## src/rtl/sprite_blitter_pkg.sv

```systemverilog
// Shared constants and types for the sprite blitter and the game-flow datapath.
package sprite_blitter_pkg;

  localparam int SCREEN_W   = 160;
  localparam int SCREEN_H   = 120;
  localparam int COLOUR_W   = 9;
  localparam int ROM_ADDR_W = 14;

  localparam logic [COLOUR_W-1:0] TRANSPARENT_KEY = 9'h1FF;

  typedef enum logic [2:0] {
    ST_IDLE  = 3'd0,
    ST_LOAD  = 3'd1,
    ST_SCAN  = 3'd2,
    ST_FLUSH = 3'd3,
    ST_DONE  = 3'd4
  } blit_state_e;

  // A pixel is drawn when it is in fill mode, or its ROM colour differs from the key.
  function automatic logic pixel_visible(
    input logic                fill,
    input logic [COLOUR_W-1:0] data,
    input logic [COLOUR_W-1:0] key
  );
    return fill || (data != key);
  endfunction

endpackage

```

## src/rtl/blit_scan_counter.sv

```systemverilog
// Row-major scan of a WxH rectangle: column/row counters plus a running ROM address.
module blit_scan_counter
  import sprite_blitter_pkg::*;
#(
  parameter int ADDR_W = ROM_ADDR_W
) (
  input  logic              clk,
  input  logic              resetn,
  input  logic              clear,
  input  logic              enable,
  input  logic [7:0]        width,
  input  logic [6:0]        height,
  output logic [7:0]        col,
  output logic [6:0]        row,
  output logic [ADDR_W-1:0] addr,
  output logic              last
);

  logic [7:0]        col_r;
  logic [6:0]        row_r;
  logic [ADDR_W-1:0] addr_r;
  logic              last_s;

  // Flag the final pixel of the rectangle so the scan stops on it.
  always_comb begin
    last_s = 1'b0;
    if ((col_r == (width - 8'd1)) && (row_r == (height - 7'd1))) begin
      last_s = 1'b1;
    end else begin
      last_s = 1'b0;
    end
  end

  // Advance column, wrap into the next row, and step the address accumulator.
  always_ff @(posedge clk or negedge resetn) begin
    if (!resetn) begin
      col_r  <= 8'd0;
      row_r  <= 7'd0;
      addr_r <= '0;
    end else if (clear) begin
      col_r  <= 8'd0;
      row_r  <= 7'd0;
      addr_r <= '0;
    end else if (enable) begin
      addr_r <= addr_r + ADDR_W'(1);
      if (col_r == (width - 8'd1)) begin
        col_r <= 8'd0;
        row_r <= row_r + 7'd1;
      end else begin
        col_r <= col_r + 8'd1;
      end
    end
  end

  assign col  = col_r;
  assign row  = row_r;
  assign addr = addr_r;
  assign last = last_s;

endmodule

```

## src/rtl/sprite_blitter.sv

```systemverilog
// Sprite blitter: scans a rectangle, reads a sync sprite ROM (or a fill colour)
// and emits registered {x, y, colour, plot} for the VGA write stage.
module sprite_blitter
  import sprite_blitter_pkg::*;
#(
  parameter int                  X_MAX       = SCREEN_W,
  parameter int                  Y_MAX       = SCREEN_H,
  parameter logic [COLOUR_W-1:0] TRANSPARENT = TRANSPARENT_KEY,
  parameter int                  ADDR_W      = ROM_ADDR_W
) (
  input  logic                clk,
  input  logic                resetn,
  input  logic                start,
  input  logic [7:0]          src_x,
  input  logic [6:0]          src_y,
  input  logic [7:0]          width,
  input  logic [6:0]          height,
  input  logic                fill_mode,
  input  logic [COLOUR_W-1:0] fill_colour,
  output logic [ADDR_W-1:0]   rom_addr,
  input  logic [COLOUR_W-1:0] rom_data,
  output logic                busy,
  output logic                done,
  output logic [7:0]          x,
  output logic [6:0]          y,
  output logic [COLOUR_W-1:0] colour,
  output logic                plot
);

  blit_state_e         state_r;
  logic                hold_r;
  logic [7:0]          src_x_r;
  logic [6:0]          src_y_r;
  logic [7:0]          width_r;
  logic [6:0]          height_r;
  logic                fill_mode_r;
  logic [COLOUR_W-1:0] fill_colour_r;
  logic                busy_r;
  logic                done_r;

  logic                s1_valid_r;
  logic [7:0]          s1_col_r;
  logic [6:0]          s1_row_r;
  logic [7:0]          x_r;
  logic [6:0]          y_r;
  logic [COLOUR_W-1:0] colour_r;
  logic                plot_r;

  logic                clear_s;
  logic                enable_s;
  logic [7:0]          col_s;
  logic [6:0]          row_s;
  logic                last_s;
  logic [8:0]          sum_x_s;
  logic [7:0]          sum_y_s;
  logic                in_bounds_s;
  logic                plot_s;

  // Counter is cleared while loading and runs until the last address has been issued.
  always_comb begin
    clear_s  = 1'b0;
    enable_s = 1'b0;
    if (state_r == ST_LOAD) begin
      clear_s = 1'b1;
    end else if ((state_r == ST_SCAN) && !last_s) begin
      enable_s = 1'b1;
    end else begin
      clear_s  = 1'b0;
      enable_s = 1'b0;
    end
  end

  blit_scan_counter #(
    .ADDR_W (ADDR_W)
  ) u_scan (
    .clk    (clk),
    .resetn (resetn),
    .clear  (clear_s),
    .enable (enable_s),
    .width  (width_r),
    .height (height_r),
    .col    (col_s),
    .row    (row_s),
    .addr   (rom_addr),
    .last   (last_s)
  );

  // Control FSM: latch request, scan, drain the two-stage pipeline, pulse done.
  always_ff @(posedge clk or negedge resetn) begin
    if (!resetn) begin
      state_r       <= ST_IDLE;
      hold_r        <= 1'b0;
      src_x_r       <= 8'd0;
      src_y_r       <= 7'd0;
      width_r       <= 8'd0;
      height_r      <= 7'd0;
      fill_mode_r   <= 1'b0;
      fill_colour_r <= '0;
      busy_r        <= 1'b0;
      done_r        <= 1'b0;
    end else begin
      case (state_r)
        ST_IDLE: begin
          done_r <= 1'b0;
          if (start) begin
            src_x_r       <= src_x;
            src_y_r       <= src_y;
            width_r       <= width;
            height_r      <= height;
            fill_mode_r   <= fill_mode;
            fill_colour_r <= fill_colour;
            busy_r        <= 1'b1;
            hold_r        <= 1'b0;
            state_r       <= ST_LOAD;
          end
        end
        ST_LOAD: begin
          // An empty rectangle skips the scan but still waits one extra clock,
          // so done lands two clocks after the accept.
          if ((width_r == 8'd0) || (height_r == 7'd0)) begin
            if (hold_r) begin
              state_r <= ST_DONE;
              done_r  <= 1'b1;
              busy_r  <= 1'b0;
            end else begin
              hold_r <= 1'b1;
            end
          end else begin
            state_r <= ST_SCAN;
          end
        end
        ST_SCAN: begin
          if (last_s) begin
            hold_r  <= 1'b0;
            state_r <= ST_FLUSH;
          end
        end
        ST_FLUSH: begin
          // Two clocks: ROM latency plus the output register stage.
          if (hold_r) begin
            state_r <= ST_DONE;
            done_r  <= 1'b1;
            busy_r  <= 1'b0;
          end else begin
            hold_r <= 1'b1;
          end
        end
        ST_DONE: begin
          done_r  <= 1'b0;
          state_r <= ST_IDLE;
        end
        default: begin
          state_r <= ST_IDLE;
          busy_r  <= 1'b0;
          done_r  <= 1'b0;
        end
      endcase
    end
  end

  // Screen coordinate of the pixel leaving stage 1, with clipping instead of wrapping.
  always_comb begin
    sum_x_s     = {1'b0, src_x_r} + {1'b0, s1_col_r};
    sum_y_s     = {1'b0, src_y_r} + {1'b0, s1_row_r};
    in_bounds_s = 1'b0;
    if ((sum_x_s < 9'(X_MAX)) && (sum_y_s < 8'(Y_MAX))) begin
      in_bounds_s = 1'b1;
    end else begin
      in_bounds_s = 1'b0;
    end
    plot_s = s1_valid_r && in_bounds_s && pixel_visible(fill_mode_r, rom_data, TRANSPARENT);
  end

  // Two-stage pixel pipeline aligned with the one-clock ROM read.
  always_ff @(posedge clk or negedge resetn) begin
    if (!resetn) begin
      s1_valid_r <= 1'b0;
      s1_col_r   <= 8'd0;
      s1_row_r   <= 7'd0;
      x_r        <= 8'd0;
      y_r        <= 7'd0;
      colour_r   <= '0;
      plot_r     <= 1'b0;
    end else begin
      s1_valid_r <= (state_r == ST_SCAN);
      s1_col_r   <= col_s;
      s1_row_r   <= row_s;
      x_r        <= sum_x_s[7:0];
      y_r        <= sum_y_s[6:0];
      colour_r   <= fill_mode_r ? fill_colour_r : rom_data;
      plot_r     <= plot_s;
    end
  end

  assign busy   = busy_r;
  assign done   = done_r;
  assign x      = x_r;
  assign y      = y_r;
  assign colour = colour_r;
  assign plot   = plot_r;

endmodule

```

## config.mk

```make
export PLATFORM = sky130hd
export DESIGN_NAME = sprite_blitter
export DESIGN_NICKNAME = d
export VERILOG_FILES = /design/src/rtl/sprite_blitter_pkg.sv /design/src/rtl/blit_scan_counter.sv /design/src/rtl/sprite_blitter.sv
export SDC_FILE = /design/constraint.sdc
export NUM_CORES = 1
export LEC_CHECK = 0
export ABC_CLOCK_PERIOD_IN_PS = 3200
export CAP_MARGIN = 30
export CORE_MARGIN = 4
export CORE_UTILIZATION = 55
export CTS_BUF_LIST = sky130_fd_sc_hd__clkbuf_4 sky130_fd_sc_hd__clkbuf_8
export CTS_CLUSTER_DIAMETER = 200
export CTS_CLUSTER_SIZE = 10
export DETAILED_ROUTE_END_ITERATION = 7
export PLACE_DENSITY = 0.83
export SLEW_MARGIN = 20
export SYNTH_ARGS = -nofsm -noshare
export SYNTH_HDL_FRONTEND = slang
export SYNTH_SLANG_ARGS = --single-unit
```

## constraint.sdc

```tcl
create_clock -name clk -period 3.2 [get_ports clk]
set_clock_uncertainty 0.1 [all_clocks]
set_input_delay 0.64 -clock clk [delete_from_list [all_inputs] [get_ports clk]]
set_output_delay 0.64 -clock clk [all_outputs]
set_load 0.005 [all_outputs]
```

# [After elaboration in Yosys (flattened, before gate mapping)]
# Index checks and enable logic that the tools add are counted.
[word_totals] in_bits=52 out_inout_bits=41 reg_bits=116 word_cells=92
[op_classes] add_sub_neg=7 magnitude_cmp=2 reduce_logical=21 n_eq_ne=10 n_mux=30 bitwise=2
[op_table] op="$mux 14" count=2
[op_table] op="$mux 8" count=3
[op_table] op="$mux 7" count=3
[op_table] op="$add 14x1->14 const B" count=1
[op_table] op="$mux 1" count=13
[op_table] op="$mux 3" count=4
[op_table] op="$pmux 3 s4" count=1
[op_table] op="$add 8x8->9" count=1
[op_table] op="$lt 9x8->1 const B" count=1
[op_table] op="$mux 9" count=1
[op_table] op="$ne 9x9->1 const B" count=1
[op_table] op="$add 7x7->8" count=1
[op_table] op="$add 8x1->8 const B" count=1
[op_table] op="$eq 8x8->1" count=1
[op_table] op="$logic_not 8->1" count=1
[op_table] op="$lt 8x7->1 const B" count=1
[op_table] op="$pmux 1 s4" count=2
[op_table] op="$reduce_and 2->1" count=4
[op_table] op="$sub 8x1->8 const B" count=1
[op_table] op="$add 7x1->7 const B" count=1
[op_table] op="$eq 7x7->1" count=1
[op_table] op="$logic_not 7->1" count=1
[op_table] op="$sub 7x1->7 const B" count=1
[op_table] op="$eq 3x2->1 const B" count=2
[op_table] op="15 further kinds" count=23

# [Longest topological paths before layout]
[depth] depth_word=10 ltp_mapped=10 mapped_depth_nobuf=9

# [Hierarchy]
# Synthesis repeated with hierarchy kept, for this count alone.
[unflattened] hier_cells=488 area_unflattened_um2=5659.2
[by_module_without_submodules] module="sprite_blitter" n_inst=1 seq_area_each_um2=2177.1 area_per_inst_um2=3744.8 cells_each=277
[by_module_without_submodules] module="blit_scan_counter" n_inst=1 seq_area_each_um2=725.7 area_per_inst_um2=1914.3 cells_each=211

# [Worst setup path after synthesis]
# OpenSTA, ideal clock, no wires.
[synth_timing] path_type="register to register" start="reg height_r[3]" end="reg u_scan.addr_r[9] (netlist: u_scan.addr[9])" setup_ns=0.127 t_arrival_ns=2.292 slack_ns=0.680 n_path_buf=2 stages_incl_launch_ff=9 synth_period_minus_slack_ns=2.520 required_time_ns=2.973 path_cell_list="dfrtp_1 > or4_1 > or3_4 > a2111oi_4 > and3_1 > buf_6 > buf_12 > a211oi_2 > mux2i_1"
[synth_between] elab_chain_len=9
[synth_lines] item="start, declared" line="sprite_blitter.sv:35" text="logic [6:0] height_r;"
[synth_lines] item="start signal, assigned" line="sprite_blitter.sv:109" text="height_r <= height;"
[synth_lines] item="$sub 7x1->7" line="blit_scan_counter.sv:27" text="if ((col_r == (width - 8'd1)) && (row_r == (height - 7'd1))) begin"
[synth_lines] item="$eq 7x7->1" line="blit_scan_counter.sv:27"
[synth_lines] item="$logic_and 1x1->1" line="blit_scan_counter.sv:27"
[synth_lines] item="$mux 1" line="blit_scan_counter.sv:27"
[synth_lines] item="$logic_not 1->1" line="sprite_blitter.sv:65" text="end else if ((state_r == ST_SCAN) && !last_s) begin"
[synth_lines] item="$logic_and 1x1->1" line="sprite_blitter.sv:65"
[synth_lines] item="$mux 1" line="sprite_blitter.sv:65"
[synth_lines] item="$mux 1" line="sprite_blitter.sv:63" text="if (state_r == ST_LOAD) begin"
[synth_lines] item="$reduce_bool 2->1 (no source line)"
[synth_lines] item="end signal, assigned" line="blit_scan_counter.sv:45" text="addr_r <= addr_r + ADDR_W'(1);"
[synth_lines] item="end, declared" line="blit_scan_counter.sv:21" text="logic [ADDR_W-1:0] addr_r;"
# Every way passes these cells.
# A chain may end at the register's enable or synchronous reset.

# [Worst setup path after layout]
[layout_timing] start="reg height_r[3]" end="reg u_scan.addr_r[13] (netlist: u_scan.addr[13])"
# Same word-level chain as after synthesis.

==> summary.txt <==
Clock network
  • Longest Clk Path Bufs: 2
  • Post_cts resized: 0
  • # Post-CTS Setup Buffers: 0
  • Clk_lat worst skew: around 0.4 ns
  • CTS Hold Bufs: 0
  • Clock Sinks: about 120
  • Htree depth: 4
  • CTS buffer count: 17
  • Clock Pin Slew Worst Setup and Hold Paths: roughly 0.070 ns
  • TritonCTS clock tree: done
  • Clock Root Buffer: clkbuf_8

Drt
  • Initial DRC Count: approximately 330
  • Antenna Nets Post-Route: 0
  • Remaining DRCs: 0
  • Routed via count: ~4,200
  • Pre-Repair DR Iteration Count: 6
  • Total routed wirelength: roughly 12,000 um
  • Wire length per cell: between 15 and 20 um
  • Drt via density: approximately 5.5

Global route
  • Largest net degree at the start of global routing: 84
  • Total GRT Usage: 0.221
  • Initial antenna violation count: 0
  • Vias in the first global route: ~4,400
  • Total gr overflow: 0
  • Global-route wire length before repair: about 21,000 um

Floorplan
  • Core Area: slightly above 10,000 sq um
  • Initial Utilization: 0.560
  • Die Span X: about 110 um
  • Die area: roughly 12,000 sq um
  • Floorplan row count: 37
  • I/O Pins: 93
  • Die height: between 100 and 150 um

Synth
  • Most used DFF post-synth: dfrtp_1
  • Mean Syn Cell Area: roughly 11 sq um
  • Post-synth top cells: 116 x dfrtp_1, 52 x nand2_1, 42 x mux2_2, 21 x ha_1
  • FFs w/ async S/R, synth: 1.00
  • Synth warn: 0
  • Cell count after synthesis: 516
  • Most common cell in the netlist: dfrtp_1
  • Cell taking the most area after synthesis: dfrtp_1
  • Synth Net Count: just under 600
  • Largest cells by area after synthesis: dfrtp_1 50%, mux2_2 8.2%, ha_1 4.6%
  • Post-synth EDFFs: 0
  • Synth unique cells: just over 60
  • Top-area cell type share of the netlist area: 0.504
  • Sequential area share after synthesis: 0.504
  • #FFs+latches synth: 116
  • Mapped cell area: between 5000 and 6000 sq um

STA
  • Worst slew pin tran: about 0.61 ns
  • Max-slew violation count: 0
  • RSZ-0062 raised after global routing: false
  • Final hold violations: 0
  • Fmax: 353 MHz
  • Tmin final: 2.83 ns
  • Final setup viols: 0
  • Final cycle utilization of the critical path: 0.885
  • Worst setup margin: 0.368 ns
  • Setup tns final: 0 ns
  • Worst slew margin: 0.592
  • Hold slack: around 0.058 ns

Worst setup path
  • Worst setup startpoint: height_r[3]
  • Worst path bufs/invs: 1
  • Worst setup path endpoint: u_scan.addr[13]
  • CP Data Required Time: approximately 3.4 ns
  • Critical path's top delay family: compound AO/OA/AOI/OAI gates
  • Reg2Reg Setup Slack: between 0.3 and 0.4 ns
  • Critical R2R Launch: height_r[3]
  • Nature of the critical path endpoint: register
  • Startpoint types: register
  • Crit Path Class: reg2reg
  • Crit-path max cell delay: between 0.5 and 0.6 ns
  • Crit path DAT: ~3.1 ns
  • Crit-path slowest cell: or4_1
  • Reg2reg path depth: 7
  • Critical-path maximum fanout: 10
  • Crit path depth: 7
  • CP Cell Sequence: or4_1, o21ai_0, a2111oi_4, and3_1, buf_4, a2111oi_1, mux2i_1
  • Reg2reg end: u_scan.addr[13]

Pwr
  • Peak supply drop: about 0.00035 V
  • Power density cells: about 900 nW/um^2
  • Leak Pwr: between 3 and 4 nW

Hold path
  • Worst Hold Class: in2async

Placement
  • Routability congestion estimate from global placement: about 0.83
  • Port buffer count: 92
  • Place WS: a little under 0.4 ns
  • HPWL after DPL: around 8500 um

Cells and area
  • Multi-input logic area: approximately 2700 sq um
  • Fin nets: 685
  • Share of cells above drive strength 1: 0.156
  • N_diodes: 0
  • Fillers: roughly 750
  • FF/Latch Area: 2900 sq um
  • Layout area overhead: 26.1%

Status
  • Status: complete, no violations

Job
  • Max Cap Viol: 0
==> per-layer routing <==
| layer | up-vias | GRT usage | routed length (um) |
|---|---|---|---|
| met1 | 2026 | 0.284 | 5160 |
| met3 | 12 | 0.0577 | 632 |
| li1 | 2033 | - | - |
| met2 | 112 | 0.361 | 6070 |
| met4 | 0 | 0.0809 | 206 |
| met5 | - | 0 | 0 |
==> state kept, by name, indices dropped and copies added (netlist names), 3 cells and up <==
signal and count:
x 8, u_scan.addr 14, y 7, fill_colour_r 9, u_scan.col 8, src_x_r 8
colour 9, height_r 7, src_y_r 7, state_r 3, s1_row_r 7, s1_col_r 8
width_r 8, u_scan.row 7
==> where the power goes <==
part / switching (mW) / leakage, nW / internal [mW]
Combinational: 1.23 / 1.46 / 1.35
Sequential: 0.463 / 1.44 / 2.02
Clock: 0.550 / 0.221 / 0.944
==> cell families after synthesis <==
kind of cell	share of synthesized area
AND/OR/NAND/NOR	0.140
flip-flops	0.504
AO/OA/AOI/OAI	0.120
multiplexers	0.110
buffers and inverters	0.0319
XOR/XNOR	0.0411
adder cells (fa/ha/maj)	0.0526
==> per-stage QoR <==
step	util	cells	instance area, sq um	total power [mW]
3_3_place_gp	0.663	727	6810	4.95
6_report	0.707	758	7260	6.56
2_1_floorplan	-	516	5760	4.16
3_5_place_dp	0.663	727	6810	5.07
4_1_cts	0.707	758	7260	6.60
5_1_grt	0.707	758	7260	7.04
==> cells in the final DEF, fill, tap and decap left out, types with 8 or more instances in the layout <==
| master | netlist | layout |
|---|---|---|
| a21oi_1 | 15 | 15 |
| clkbuf_8 | 0 | 21 |
| clkdlybuf4s50_1 | 0 | 91 |
| dfrtp_1 | 116 | 116 |
| ha_1 | 21 | 21 |
| inv_1 | 19 | 19 |
| mux2_2 | 42 | 42 |
| mux2i_1 | 16 | 16 |
| nand2_1 | 52 | 52 |
| nand2b_1 | 12 | 12 |
| nand3_1 | 18 | 18 |
| nand4_1 | 8 | 8 |
| nor2_1 | 18 | 18 |
| nor3_1 | 14 | 14 |
| o21ai_0 | 14 | 14 |
| o21ai_1 | 8 | 8 |
| xnor2_1 | 17 | 17 |
| xor2_1 | 10 | 10 |
==> layout make-up <==
type,count,area share
Sequential cell,116,0.400
Multi-Input combinational cell,358,0.369
Timing Repair Buffer,98,0.136
Clock buffer,23,0.0419
Tap cell,136,0.0234
Clock inverter,8,0.0203
Inverter,19,0.00982
==> how the worst min path moves through the flow <==
stage / startpoint / to / cells past startpoint
2_1_floorplan: resetn / busy / 0
3_3_place_gp: u_scan.row[5] / s1_row_r[5] / 0
3_5_place_dp: u_scan.row[5] / s1_row_r[5] / 0
4_1_cts: resetn / y[6] / 1
5_1_grt: resetn / y[6] / 1
6_report: resetn / y[6] / 1
No activity file was read; power rests on OpenSTA's default activity.
